===== src/rtl/picoblaze_io_hub_if.sv =====
// PicoBlaze (kcpsm3) I/O bus bundle: port address, strobes, data in both directions and
// the interrupt/acknowledge pair. The core drives through master, the hub answers on slave.
interface picoblaze_io_hub_if;
    logic [7:0] port_id;
    logic       write_strobe;
    logic [7:0] out_port;
    logic       read_strobe;
    logic [7:0] in_port;
    logic       interrupt;
    logic       interrupt_ack;

    modport master (
        output port_id, write_strobe, out_port, read_strobe, interrupt_ack,
        input  in_port, interrupt
    );

    modport slave (
        input  port_id, write_strobe, out_port, read_strobe, interrupt_ack,
        output in_port, interrupt
    );
endinterface


===== src/rtl/picoblaze_io_hub.sv =====
// I/O and interrupt hub for a PicoBlaze core: output/input port decode, registered read mux,
// and a maskable rising-edge interrupt controller with an interrupt/interrupt_ack handshake.
module picoblaze_io_hub #(
    parameter int         N_OUT    = 4,
    parameter int         N_IN     = 4,
    parameter int         N_IRQ    = 4,
    parameter logic [7:0] BASE_OUT = 8'h00,
    parameter logic [7:0] BASE_IN  = 8'h00,
    parameter logic [7:0] IRQ_BASE = 8'hF0
) (
    input  logic                 clk,
    input  logic                 reset,
    picoblaze_io_hub_if.slave    bus,
    output logic [8*N_OUT-1:0]   out_data,
    output logic [N_OUT-1:0]     out_wr,
    input  logic [8*N_IN-1:0]    in_data,
    output logic [N_IN-1:0]      in_rd,
    input  logic [N_IRQ-1:0]     irq_src
);

    localparam logic [7:0] STAT_ADDR = IRQ_BASE;
    localparam logic [7:0] MASK_ADDR = IRQ_BASE + 8'd1;
    localparam logic [7:0] CLR_ADDR  = IRQ_BASE + 8'd2;

    typedef enum logic [1:0] {IDLE, REQ, SERVICE} state_t;

    state_t             state, state_nxt;
    logic [N_IRQ-1:0]   mask;
    logic [N_IRQ-1:0]   pending, pending_nxt;
    logic [N_IRQ-1:0]   active;
    logic [N_IRQ-1:0]   clr_bits;
    logic [N_IRQ-1:0]   irq_edge;
    logic [N_IRQ-1:0]   irq_meta_p0, irq_sync_p1, irq_dly_p2;
    logic [7:0]         out_off, in_off;
    logic               stat_hit, mask_hit, clr_hit, irq_hit;
    logic [N_OUT-1:0]   out_sel;
    logic [N_IN-1:0]    in_sel;
    logic [7:0]         rd_data;

    // Address decode; the interrupt register window shadows any overlapping data port
    always_comb begin
        out_off  = bus.port_id - BASE_OUT;
        in_off   = bus.port_id - BASE_IN;
        stat_hit = (bus.port_id == STAT_ADDR);
        mask_hit = (bus.port_id == MASK_ADDR);
        clr_hit  = (bus.port_id == CLR_ADDR);
        irq_hit  = stat_hit | mask_hit | clr_hit;
        out_sel  = '0;
        in_sel   = '0;
        for (int k = 0; k < N_OUT; k++)
            out_sel[k] = !irq_hit && (out_off == 8'(k));
        for (int k = 0; k < N_IN; k++)
            in_sel[k] = !irq_hit && (in_off == 8'(k));
    end

    always_comb begin
        rd_data = '0;
        if (stat_hit) begin
            rd_data[N_IRQ-1:0] = active;
        end else if (mask_hit) begin
            rd_data[N_IRQ-1:0] = mask;
        end else begin
            for (int k = 0; k < N_IN; k++)
                if (in_sel[k]) rd_data = in_data[8*k +: 8];
        end
    end

    // A fresh edge beats a same-cycle clear so no request is ever dropped
    always_comb begin
        clr_bits    = (bus.write_strobe && clr_hit) ? bus.out_port[N_IRQ-1:0] : '0;
        irq_edge    = irq_sync_p1 & ~irq_dly_p2;
        pending_nxt = (pending & ~clr_bits) | irq_edge;
        active      = pending & mask;
    end

    always_comb begin
        state_nxt = state;
        case (state)
            IDLE:    if (|active) state_nxt = REQ;
            REQ: begin
                if (!(|active))             state_nxt = IDLE;
                else if (bus.interrupt_ack) state_nxt = SERVICE;
            end
            SERVICE: if (!(|active)) state_nxt = IDLE;
            default: state_nxt = IDLE;
        endcase
    end

    always_ff @(posedge clk or negedge reset) begin
        if (!reset) begin
            out_data      <= '0;
            out_wr        <= '0;
            in_rd         <= '0;
            bus.in_port   <= '0;
            bus.interrupt <= 1'b0;
            mask          <= '0;
            pending       <= '0;
            irq_meta_p0   <= '0;
            irq_sync_p1   <= '0;
            irq_dly_p2    <= '0;
            state         <= IDLE;
        end else begin
            for (int k = 0; k < N_OUT; k++)
                if (bus.write_strobe && out_sel[k]) out_data[8*k +: 8] <= bus.out_port;
            out_wr        <= bus.write_strobe ? out_sel : '0;
            in_rd         <= bus.read_strobe ? in_sel : '0;
            bus.in_port   <= rd_data;
            if (bus.write_strobe && mask_hit) mask <= bus.out_port[N_IRQ-1:0];
            pending       <= pending_nxt;
            // Two-flop synchroniser, then a delayed copy for edge detection
            irq_meta_p0   <= irq_src;
            irq_sync_p1   <= irq_meta_p0;
            irq_dly_p2    <= irq_sync_p1;
            state         <= state_nxt;
            bus.interrupt <= (state_nxt == REQ);
        end
    end

endmodule


===== src/flat_wrapper.sv =====
// flat-port wrapper written by rule: the top's interface ports become plain ports
module picoblaze_io_hub_flat 
#(
    parameter int         N_OUT    = 4,
    parameter int         N_IN     = 4,
    parameter int         N_IRQ    = 4,
    parameter logic [7:0] BASE_OUT = 8'h00,
    parameter logic [7:0] BASE_IN  = 8'h00,
    parameter logic [7:0] IRQ_BASE = 8'hF0
)
  (clk, reset, out_data, out_wr, in_data, in_rd, irq_src, bus_port_id, bus_write_strobe, bus_out_port, bus_read_strobe, bus_interrupt_ack, bus_in_port, bus_interrupt);
  picoblaze_io_hub_if bus_i ();
  input  logic clk;
  input  logic reset;
  output logic [8*N_OUT-1:0] out_data;
  output logic [N_OUT-1:0] out_wr;
  input  logic [8*N_IN-1:0] in_data;
  output logic [N_IN-1:0] in_rd;
  input  logic [N_IRQ-1:0] irq_src;
  input wire logic [$bits(bus_i.port_id)-1:0] bus_port_id;
  input wire logic [$bits(bus_i.write_strobe)-1:0] bus_write_strobe;
  input wire logic [$bits(bus_i.out_port)-1:0] bus_out_port;
  input wire logic [$bits(bus_i.read_strobe)-1:0] bus_read_strobe;
  input wire logic [$bits(bus_i.interrupt_ack)-1:0] bus_interrupt_ack;
  output wire logic [$bits(bus_i.in_port)-1:0] bus_in_port;
  output wire logic [$bits(bus_i.interrupt)-1:0] bus_interrupt;
  assign bus_i.port_id = bus_port_id;
  assign bus_i.write_strobe = bus_write_strobe;
  assign bus_i.out_port = bus_out_port;
  assign bus_i.read_strobe = bus_read_strobe;
  assign bus_i.interrupt_ack = bus_interrupt_ack;
  assign bus_in_port = bus_i.in_port;
  assign bus_interrupt = bus_i.interrupt;
  picoblaze_io_hub #(.N_OUT(N_OUT), .N_IN(N_IN), .N_IRQ(N_IRQ), .BASE_OUT(BASE_OUT), .BASE_IN(BASE_IN), .IRQ_BASE(IRQ_BASE)) u_core (.clk(clk), .reset(reset), .bus(bus_i), .out_data(out_data), .out_wr(out_wr), .in_data(in_data), .in_rd(in_rd), .irq_src(irq_src));
endmodule

===== config.mk =====
export PLATFORM = sky130hd
export DESIGN_NAME = picoblaze_io_hub_flat
export DESIGN_NICKNAME = d
export VERILOG_FILES = /design/src/rtl/picoblaze_io_hub_if.sv /design/src/rtl/picoblaze_io_hub.sv /design/src/flat_wrapper.sv
export SDC_FILE = /design/constraint.sdc
export NUM_CORES = 1
export LEC_CHECK = 0
export ABC_AREA = 1
export CORE_MARGIN = 1
export CORE_UTILIZATION = 50
export DETAILED_ROUTE_END_ITERATION = 8
export DONT_BUFFER_PORTS = 1
export GPL_TIMING_DRIVEN = 0
export PLACE_DENSITY = 0.77
export SLEW_MARGIN = 20
export SYNTH_ARGS = -nofsm -noshare
export SYNTH_HDL_FRONTEND = slang
export SYNTH_SLANG_ARGS = --single-unit

===== constraint.sdc =====
create_clock -name clk -period 1.15 [get_ports clk]
set_input_delay 0.1725 -clock clk [delete_from_list [all_inputs] [get_ports clk]]
set_output_delay 0.1725 -clock clk [all_outputs]
set_load 0.01 [all_outputs]

==> metrics.txt, run 1 <==
layout cells sized above 1 0.130; critical path depth 4; Yosys top cell area share 0.613; GP Congestion 0.806; Initial Util 0.523; Congestion Overflow GR 0; post-synth cell types 28; initial antenna violation count 0; Clock Path Buffers 2; vias per cell 5.29; Tcrit/Tclk final 0.911; Final Hold Fails 71; # IOs 106; Worst-path clk slew 0.07 ns; vias in the first global route 2077; worst-path cell chain nand2_1 > inv_1 > nor4_4 > nor2_1; WL final ~6000 microns; Crit-path slowest cell dfrtp_1; Worst Path Buf+Inv 1; DRC Markers 0; WP data arrival ~1.3 ns; #FFs+latches synth 71; Worst-Margin Slew roughly 0.35 ns; WS Path Type register to register; fmax 0.955 GHz; Root Buffer clkbuf_8; synthesized area per cell about 10 sq um; Die Y 78.1 microns; Routed Antenna Nets 0; # rows 27; outcome finished with violations; wire length per cell 15.8 microns; TritonCTS clock tree built; Main synth FF type dfrtp_1; final hold slack -0.472 ns; Post-synth top cells dfrtp_1 (71), nand2_1 (46), inv_1 (35), nor2_1 (35), nand3_1 (29); Top delay family on crit path simple AND/OR/NAND/NOR gates; hold buffer count at cts 5; DR vias 2052; Sink Count between 70 and 80; synth-to-layout area growth 12.2%; Total GRT Usage 0.217; first-pass detailed-route iteration total 4; TritonCTS buffer count 9; leakage approximately 1.7 nW; CTS HTree Levels 3; register area share after synthesis 0.613; DIE AREA approximately 0.0061 sq mm; Hold WC Path Type input pin to asynchronous set/reset pin; Clock Latency Late Sink around 0.33 ns; slowest stage delay, CP 0.40 ns; max-cap viol count 0; Crit. End Element register; Final WS setup roughly 0.10 ns; Final setup viols 0; Final Max Tran Viols 0; failing checks hold timing; dpl ws -0.308 ns; worst endpoint required time around 1.4 ns; cell area after synthesis roughly 0.0029 sq mm; post-CTS setup buffers 0; DR iter-0 viols 70; maximum vdd drop 0.000884 V; Pwr Density 1470 mW/mm^2; Port Buffers 0; ant diodes 0; Core Region 0.00554 sq mm; RSZ-0062 raised after global routing false; # nets final 368; synth top area cells dfrtp_1 (61%), nand2_1 (6.0%), nand3_1 (5.0%); R2R cell count 4; largest net degree at the start of global routing 72; Crit Path Max Fanout 3; CP startpoint kind register; worst clock skew 0.00511 ns; most frequent cell after synthesis dfrtp_1; Yosys top cell by area dfrtp_1; crit path time final 1.05 ns; cell count after synthesis 296; Async S/R FF share, synth 1.00; first-pass GRT wire length 9870 microns; Synth Warn # 0; EDFF count, synth 0; Die X 78.1 microns; HPWL Detailed 4470 microns; syn nets 353; Rel. slew slack 0.767
==> stage by stage <==
stage                      util  power (mW)  instance area (sq um)  TNS (ns)  std cells
after global routing      0.587        4.99                   3250         0        388
after global placement    0.542        3.02                   3000     -7.29        368
final                     0.587        4.79                   3250         0        388
after CTS                 0.584        4.83                   3240         0        389
after floorplan               -        2.97                   2910         0        296
after detailed placement  0.542        3.04                   3000     -8.64        368
==> worst reg2reg max path, delay by kind of cell, from the launching register on <==
family,cells,cell delay [ns]
AND/OR/NAND/NOR,3,0.47
flip-flops,1,0.40
buffers and inverters,1,0.07
==> cells in the final DEF, fill, tap and decap left out, types with 3 or more instances in the layout <==
master          n
nand4_1         4
nor2_1         35
clkbuf_8       11
nor2_4          4
a21oi_1        15
nand2_4         3
dlygate4sd3_1   5
o21a_1          4
nand2_1        45
inv_1          35
dfrtp_1        71
clkbuf_1        3
buf_6           3
o211ai_1        4
nand3_1        29
or2_2           4
o21ai_0        23
==> layout make-up <==
type / count / area, sq um
clock inverters: 2 / 15.0
flip-flops and latches: 71 / 1780
fillers: 495 / 2290
plain buffers: 6 / 63.8
well taps: 72 / 90.1
repair buffers: 5 / 50.0
multi-input cells: 181 / 956
clock buffers: 14 / 163
inverters: 37 / 139
==> power by group <==
| part | switching [mW] | internal (mW) | total (mW) |
|---|---|---|---|
| sequential | 0.124 | 2.63 | 2.75 |
| clock | 0.872 | 0.905 | 1.78 |
| combinational | 0.155 | 0.104 | 0.259 |
==> final timing paths <==
kind / startpoint / to / slack (ns)
min: reset / u_core.bus.in_port[6] / -0.47
max: u_core.mask[0] / u_core.state[1] / 0.10
max reg2reg: u_core.mask[0] / u_core.state[1] / 0.10
max in group asynchronous: reset / u_core.out_data[25] / 1.50
min reg2reg: u_core.irq_meta_p0[1] / u_core.irq_sync_p1[1] / 0.36
min in group clk: in_data[25] / u_core.bus.in_port[1] / 0.01
==> registers in the layout (all words and copies together), names as in the netlist <==
name / cells
u_core.bus.in_port: 8
u_core.bus.interrupt: 1
u_core.in_rd: 4
u_core.irq_dly_p2: 4
u_core.irq_meta_p0: 4
u_core.irq_sync_p1: 4
u_core.mask: 4
u_core.out_data: 32
u_core.out_wr: 4
u_core.pending: 4
u_core.state: 2
==> layer usage <==
| layer | track usage | routed length (microns) | vias up |
|---|---|---|---|
| li1 | - | - | 982 |
| met1 | 0.254 | 2510 | 960 |
| met2 | 0.352 | 2890 | 99 |
| met3 | 0.0779 | 613 | 11 |
| met4 | 0.111 | 96 | 0 |
| met5 | 0 | 0 | - |
==> cells by family after synthesis <==
family | count (synthesis) | synth area share
AND/OR/NAND/NOR | 132 | 0.223
buffers and inverters | 44 | 0.0699
AO/OA/AOI/OAI | 49 | 0.0941
flip-flops | 71 | 0.613
==> timing repair <==
action | CTS | global route
endpoints found under the setup margin | 3 | 10
hold endpoints to repair | 76 | 71
resized for setup | 1 | 3
No activity file was read; power rests on OpenSTA's default activity.
==> run 2: changes to the inputs <==
Settings changed: GPL_TIMING_DRIVEN 0 to 1.
==> run 2 against run 1 <==
  * Largest cell class unchanged
  * Power shrank 2.7%
  * The flow still finishes with violations (hold timing)
  * Core utilization grew 0.77 points
  * Die area is the same
==> metrics.txt, run 2 (synthesis results as in run 1) <==
Placed Cells 373 (was 368); Hold WC Path Type input pin to asynchronous set/reset pin (unchanged); Worst-Margin Slew 0.334 ns (was 0.348 ns); # IOs 106 (unchanged); DR iter-0 viols 57 (was 70); GP Congestion 0.787 (was 0.806); post-layout util 0.595 (was 0.587); Total GRT Usage 0.207 (was 0.217); Routed Antenna Nets 0 (unchanged); initial antenna violation count 0 (unchanged); largest net degree at the start of global routing 72 (unchanged); dpl ws -0.0710 ns (was -0.308 ns); synth-to-layout area growth 13.7% (was 12.2%); Rel. slew slack 0.777 (was 0.767); hold buffer count at cts 6 (was 5); # nets final 378 (was 368); HPWL Detailed 4200 microns (was 4470 microns); # fillers 491 (was 495); first-pass detailed-route iteration total 4 (unchanged); Biggest register u_core.out_data (unchanged); leakage 1.71 nW (was 1.67 nW); maximum vdd drop 0.000856 V (was 0.000884 V); outcome finished with violations (unchanged); wire length per cell 15.0 microns (was 15.8 microns); top flop regs u_core.out_data x32, u_core.bus.in_port x8 (unchanged); CTS HTree Levels 3 (unchanged); Root Buffer clkbuf_8 (unchanged); most common cell after layout, fill and taps aside dfrtp_1 (unchanged); vias in the first global route 1975 (was 2077); final instance area 0.00330 sq mm (was 0.00325 sq mm); Core Region 0.00554 sq mm (unchanged); Initial Util 0.523 (unchanged); ant diodes 0 (unchanged); DIE AREA 0.00611 sq mm (unchanged); Final Max Tran Viols 0 (unchanged); CP startpoint kind register (unchanged); DRC Markers 0 (unchanged); most frequent cells in the layout dfrtp_1 (71), nand2_1 (45), nor2_1 (35) (was dfrtp_1 (71), nand2_1 (45), inv_1 (35), nor2_1 (35), nand3_1 (29)); Worst-path clk slew 0.07 ns (about the same); Congestion Overflow GR 0 (unchanged); Sink Count 71 (unchanged); crit path time final 1.08 ns (was 1.05 ns); Tcrit/Tclk final 0.937 (was 0.911); Crit Path Max Fanout 3 (unchanged); Clock Latency Late Sink 0.33 ns (about the same); area post-placement 0.00305 sq mm (was 0.00300 sq mm); Final setup viols 0 (unchanged); WS Path Type register to register (unchanged); Tot Pwr 4.66 mW (was 4.79 mW); first-pass GRT wire length 9560 microns (was 9870 microns); worst clock skew 0.00608 ns (was 0.00511 ns); worst endpoint required time 1.38 ns (was 1.37 ns); final hold slack -0.470 ns (was -0.472 ns); Pwr Density 1410 mW/mm^2 (was 1470 mW/mm^2); max-cap viol count 0 (unchanged); Port Buffers 0 (unchanged); Final WS setup 0.0727 ns (was 0.102 ns); fmax 0.928 GHz (was 0.955 GHz); layout cells sized above 1 0.156 (was 0.130); failing checks hold timing (unchanged); TritonCTS buffer count 9 (unchanged); Clock Path Buffers 2 (unchanged); TritonCTS clock tree built (unchanged); Die Y 78.1 microns (unchanged); DR vias 2055 (was 2052); Crit. End Element register (unchanged); TNS Setup 0 ns (unchanged); WL final 5980 microns (was 6110 microns); Largest register FFs 32 (unchanged); fin cells 398 (was 388); WP data arrival 1.30 ns (was 1.26 ns); Final Hold Fails 71 (unchanged); # rows 27 (unchanged); Die X 78.1 microns (unchanged); vias per cell 5.16 (was 5.29)
[run 2: worst paths after layout]
kind | start | to | slack [ns] | depth (start not counted)
max in group asynchronous | reset | u_core.bus.in_port[6] | 1.50 | 0
min in group clk | in_data[25] | u_core.bus.in_port[1] | 0.02 | 2
setup reg to reg | u_core.mask[0] | u_core.state[0] | 0.07 | 5
setup / recovery | u_core.mask[0] | u_core.state[0] | 0.07 | 5
hold reg to reg | u_core.irq_meta_p0[0] | u_core.irq_sync_p1[0] | 0.35 | 0
hold / removal | reset | u_core.bus.interrupt | -0.47 | 0
[run 2: where the power goes]
part           internal, mW  leakage [nW]  total (mW)  switching, mW
registers              2.63         0.930        2.75          0.125
clock network         0.774        0.0801        1.62          0.843
logic                 0.128         0.702       0.288          0.160
total                  3.53          1.71        4.66           1.13
[run 2: layer usage]
metal,global-route usage,vias up,routed length [microns]
met5,0,-,0
met4,0.100,0,88
met3,0.0686,9,602
met2,0.326,105,2740
met1,0.256,940,2560
li1,-,1001,-
[run 2: worst max-delay path, cell delays in order, from the launching register on]
cell and delay [ns]:
dfrtp_1 0.41, nand2_1 0.08, inv_2 0.04, nor4_2 0.25, buf_4 0.15, nor2_1 0.03
[run 2: timing repair]
item / CTS / global route
buffers inserted: 0 / 3
resized for setup: 0 / 2
endpoints found under the hold margin: 77 / 71
setup endpoints to repair: 0 / 3
[run 2: area by class of cell]
| class | instances | area, sq um | share of cell area |
|---|---|---|---|
| clock inverter | 4 | 22.5 | 0.00683 |
| clock buffer | 12 | 135 | 0.0410 |
| tap | 72 | 90.1 | 0.0273 |
| sequential | 71 | 1780 | 0.539 |
| multi-input combinational | 181 | 935 | 0.284 |
| timing repair buffer | 21 | 198 | 0.0600 |
| inverter | 37 | 139 | 0.0421 |
==> run 3: changes to the inputs <==
Clock period 1.15 ns to 1.3 ns, I/O delays scaled along.
==> run 3 against run 2 <==
  * The run still ends with hold timing left
  * First-iteration DRC count is 75% higher
  * Die area unchanged
  * Via count fell by 2.0%
  * Critical path depth is the same
  * Sequential power decreased by 11%
  * Critical endpoint unchanged
  * Core utilization is 0.52 points lower
  * Sequential share of layout area increased by 0.47 points
  * Worst setup slack improved by 0.091 ns
  * Final area decreased by 0.87%
  * Combinational power fell by 22%
  * Power fell by 1.5%
  * Register-to-register slack better by 0.09 ns
==> metrics.txt, run 3 (synthesis results as in run 1) <==
leakage 1.70 nW (was 1.71 nW); worst-path cell chain nand2_1 > inv_1 > nor4_1 > buf_4 > nor2_1 (was nand2_1 > inv_2 > nor4_2 > buf_4 > nor2_1); RSZ-0062 raised after global routing false; # IOs 106 (unchanged); TritonCTS buffer count 9 (unchanged); Hold WC Path Type input pin to asynchronous set/reset pin (unchanged); sequential power share 0.531 (was 0.591); Total GRT Usage 0.210 (was 0.207); Multi-input gate area 920 sq um (was 935 sq um); fmax 0.880 GHz (was 0.928 GHz); Crit. End Element register (unchanged); maximum vdd drop 0.000870 V (was 0.000856 V); WS Path Type register to register (unchanged); worst endpoint required time 1.53 ns (was 1.38 ns); post_cts resized 0 (unchanged); Clock Path Buffers 2 (unchanged); area post-placement 0.00301 sq mm (was 0.00305 sq mm); most common cell after layout, fill and taps aside dfrtp_1 (unchanged); Die X 78.1 microns (unchanged); # rows 27 (unchanged); Core Region 0.00554 sq mm (unchanged); failing checks hold timing (unchanged); ant diodes 0 (unchanged); WP data arrival 1.36 ns (was 1.30 ns); Sink Count 71 (unchanged); # fillers 502 (was 491); TritonCTS clock tree built (unchanged); Worst-Margin Slew 0.322 ns (was 0.334 ns); first-pass GRT wire length 9590 microns (was 9560 microns); hold buffer count at cts 4 (was 6); largest net degree at the start of global routing 72 (unchanged); worst clock skew 0.00666 ns (was 0.00608 ns); # nets final 370 (was 378); WL final 5930 microns (was 5980 microns); Port Buffers 0 (unchanged); Initial Util 0.523 (unchanged); Final setup viols 0 (unchanged); DIE AREA 0.00611 sq mm (unchanged); Top delay family on crit path flip-flops (unchanged); Internal 3.54 mW (was 3.53 mW); Tcrit/Tclk final 0.874 (was 0.937); Crit-path slowest cell dfrtp_1 (unchanged); TNS Setup 0 ns (unchanged); final hold slack -0.453 ns (was -0.470 ns); Comb power frac 0.049 (was 0.062); Final Max Tran Viols 0 (unchanged); outcome finished with violations (unchanged); synth-to-layout area growth 12.7% (was 13.7%); clock power share 0.420 (was 0.347); slowest stage delay, CP 0.40 ns (was 0.41 ns); GP Congestion 0.758 (was 0.787); most frequent cells in the layout dfrtp_1 (71), nand2_1 (46), inv_1 (35), nor2_1 (35), nand3_1 (29) (was dfrtp_1 (71), nand2_1 (45), nor2_1 (35)); Largest register FFs 32 (unchanged); Congestion Overflow GR 0 (unchanged); Root Buffer clkbuf_8 (unchanged); Worst-path clk slew 0.08 ns (was 0.07 ns); DRC Markers 0 (unchanged); Die Y 78.1 microns (unchanged); initial antenna violation count 0 (unchanged); Sw Ratio 0.227 (was 0.242); HPWL Detailed 4190 microns (was 4200 microns); Biggest register u_core.out_data (unchanged); post-CTS setup buffers 0 (unchanged); first-pass detailed-route iteration total 4 (unchanged); Worst Path Buf+Inv 2 (unchanged); Crit Path Max Fanout 3 (unchanged); Routed Antenna Nets 0 (unchanged); DR iter-0 viols 100 (was 57); max-cap viol count 0 (unchanged); vias in the first global route 2024 (was 1975); CP startpoint kind register (unchanged); Pwr Density 1400 mW/mm^2 (was 1410 mW/mm^2); Psw 1.04 mW (was 1.13 mW); Rel. slew slack 0.785 (was 0.777); layout cells sized above 1 0.142 (was 0.156); final instance area 0.00327 sq mm (was 0.00330 sq mm); DR vias 2014 (was 2055); Clock Latency Late Sink 0.33 ns (about the same); wire length per cell 15.2 microns (was 15.0 microns); Final Hold Fails 71 (unchanged); crit path time final 1.14 ns (was 1.08 ns); Tot Pwr 4.59 mW (was 4.66 mW); top flop regs u_core.out_data x32, u_core.bus.in_port x8 (unchanged); post-layout util 0.590 (was 0.595); Reg area 0.00178 sq mm (unchanged); vias per cell 5.16 (about the same); CTS HTree Levels 3 (unchanged)
run 3: changes by cell type in the layout (fill, tap and decap cells not counted), sizes merged:
cell | previous run | this run
buf | 15 | 9
bufinv | 0 | 2
clkbuf | 12 | 10
clkinv | 3 | 4
clkinvlp | 1 | 0
dlygate4sd3 | 6 | 4
run 3: path summary, 6_finish.rpt:
check                                      start                     to  slack (ns)  cells past startpoint
setup / recovery                  u_core.mask[0]        u_core.state[0]        0.16                      5
hold / removal                             reset  u_core.bus.in_port[2]       -0.45                      0
setup reg to reg                  u_core.mask[0]        u_core.state[0]        0.16                      5
hold reg to reg            u_core.irq_meta_p0[0]  u_core.irq_sync_p1[0]        0.35                      0
max in group asynchronous                  reset    u_core.out_data[24]        1.63                      0
min in group clk                     in_data[26]  u_core.bus.in_port[2]        0.03                      2
run 3: layout make-up:
class | count | area share
flip-flops and latches | 71 | 0.544
multi-input cells | 181 | 0.282
inverters | 37 | 0.0425
clock buffers | 10 | 0.0421
repair buffers | 13 | 0.0368
well taps | 72 | 0.0276
clock inverters | 6 | 0.0257
run 3: metrics by stage:
step           cells  worst slack (ns)
3_5_place_dp     370            0.0155
2_1_floorplan    296            0.0952
5_1_grt          390             0.116
6_report         390             0.164
4_1_cts          390             0.183
3_3_place_gp     370            0.0681
run 3: power by group through the flow:
stage | Sequential, mW | Combinational, mW | Clock [mW]
final | 2.44 | 0.226 | 1.92
after detailed placement | 2.48 | 0.218 | 0
after global placement | 2.48 | 0.207 | 0
after CTS | 2.44 | 0.228 | 1.97
after global routing | 2.45 | 0.260 | 2.05
after floorplan | 2.46 | 0.165 | 0
run 3: metal layers:
layer | vias to the layer above | part of all wire | global-route usage
li1 | 983 | - | -
met1 | 922 | 0.43 | 0.250
met2 | 100 | 0.47 | 0.350
met3 | 9 | 0.095 | 0.0698
met4 | 0 | 0.013 | 0.0833
met5 | - | 0 | 0
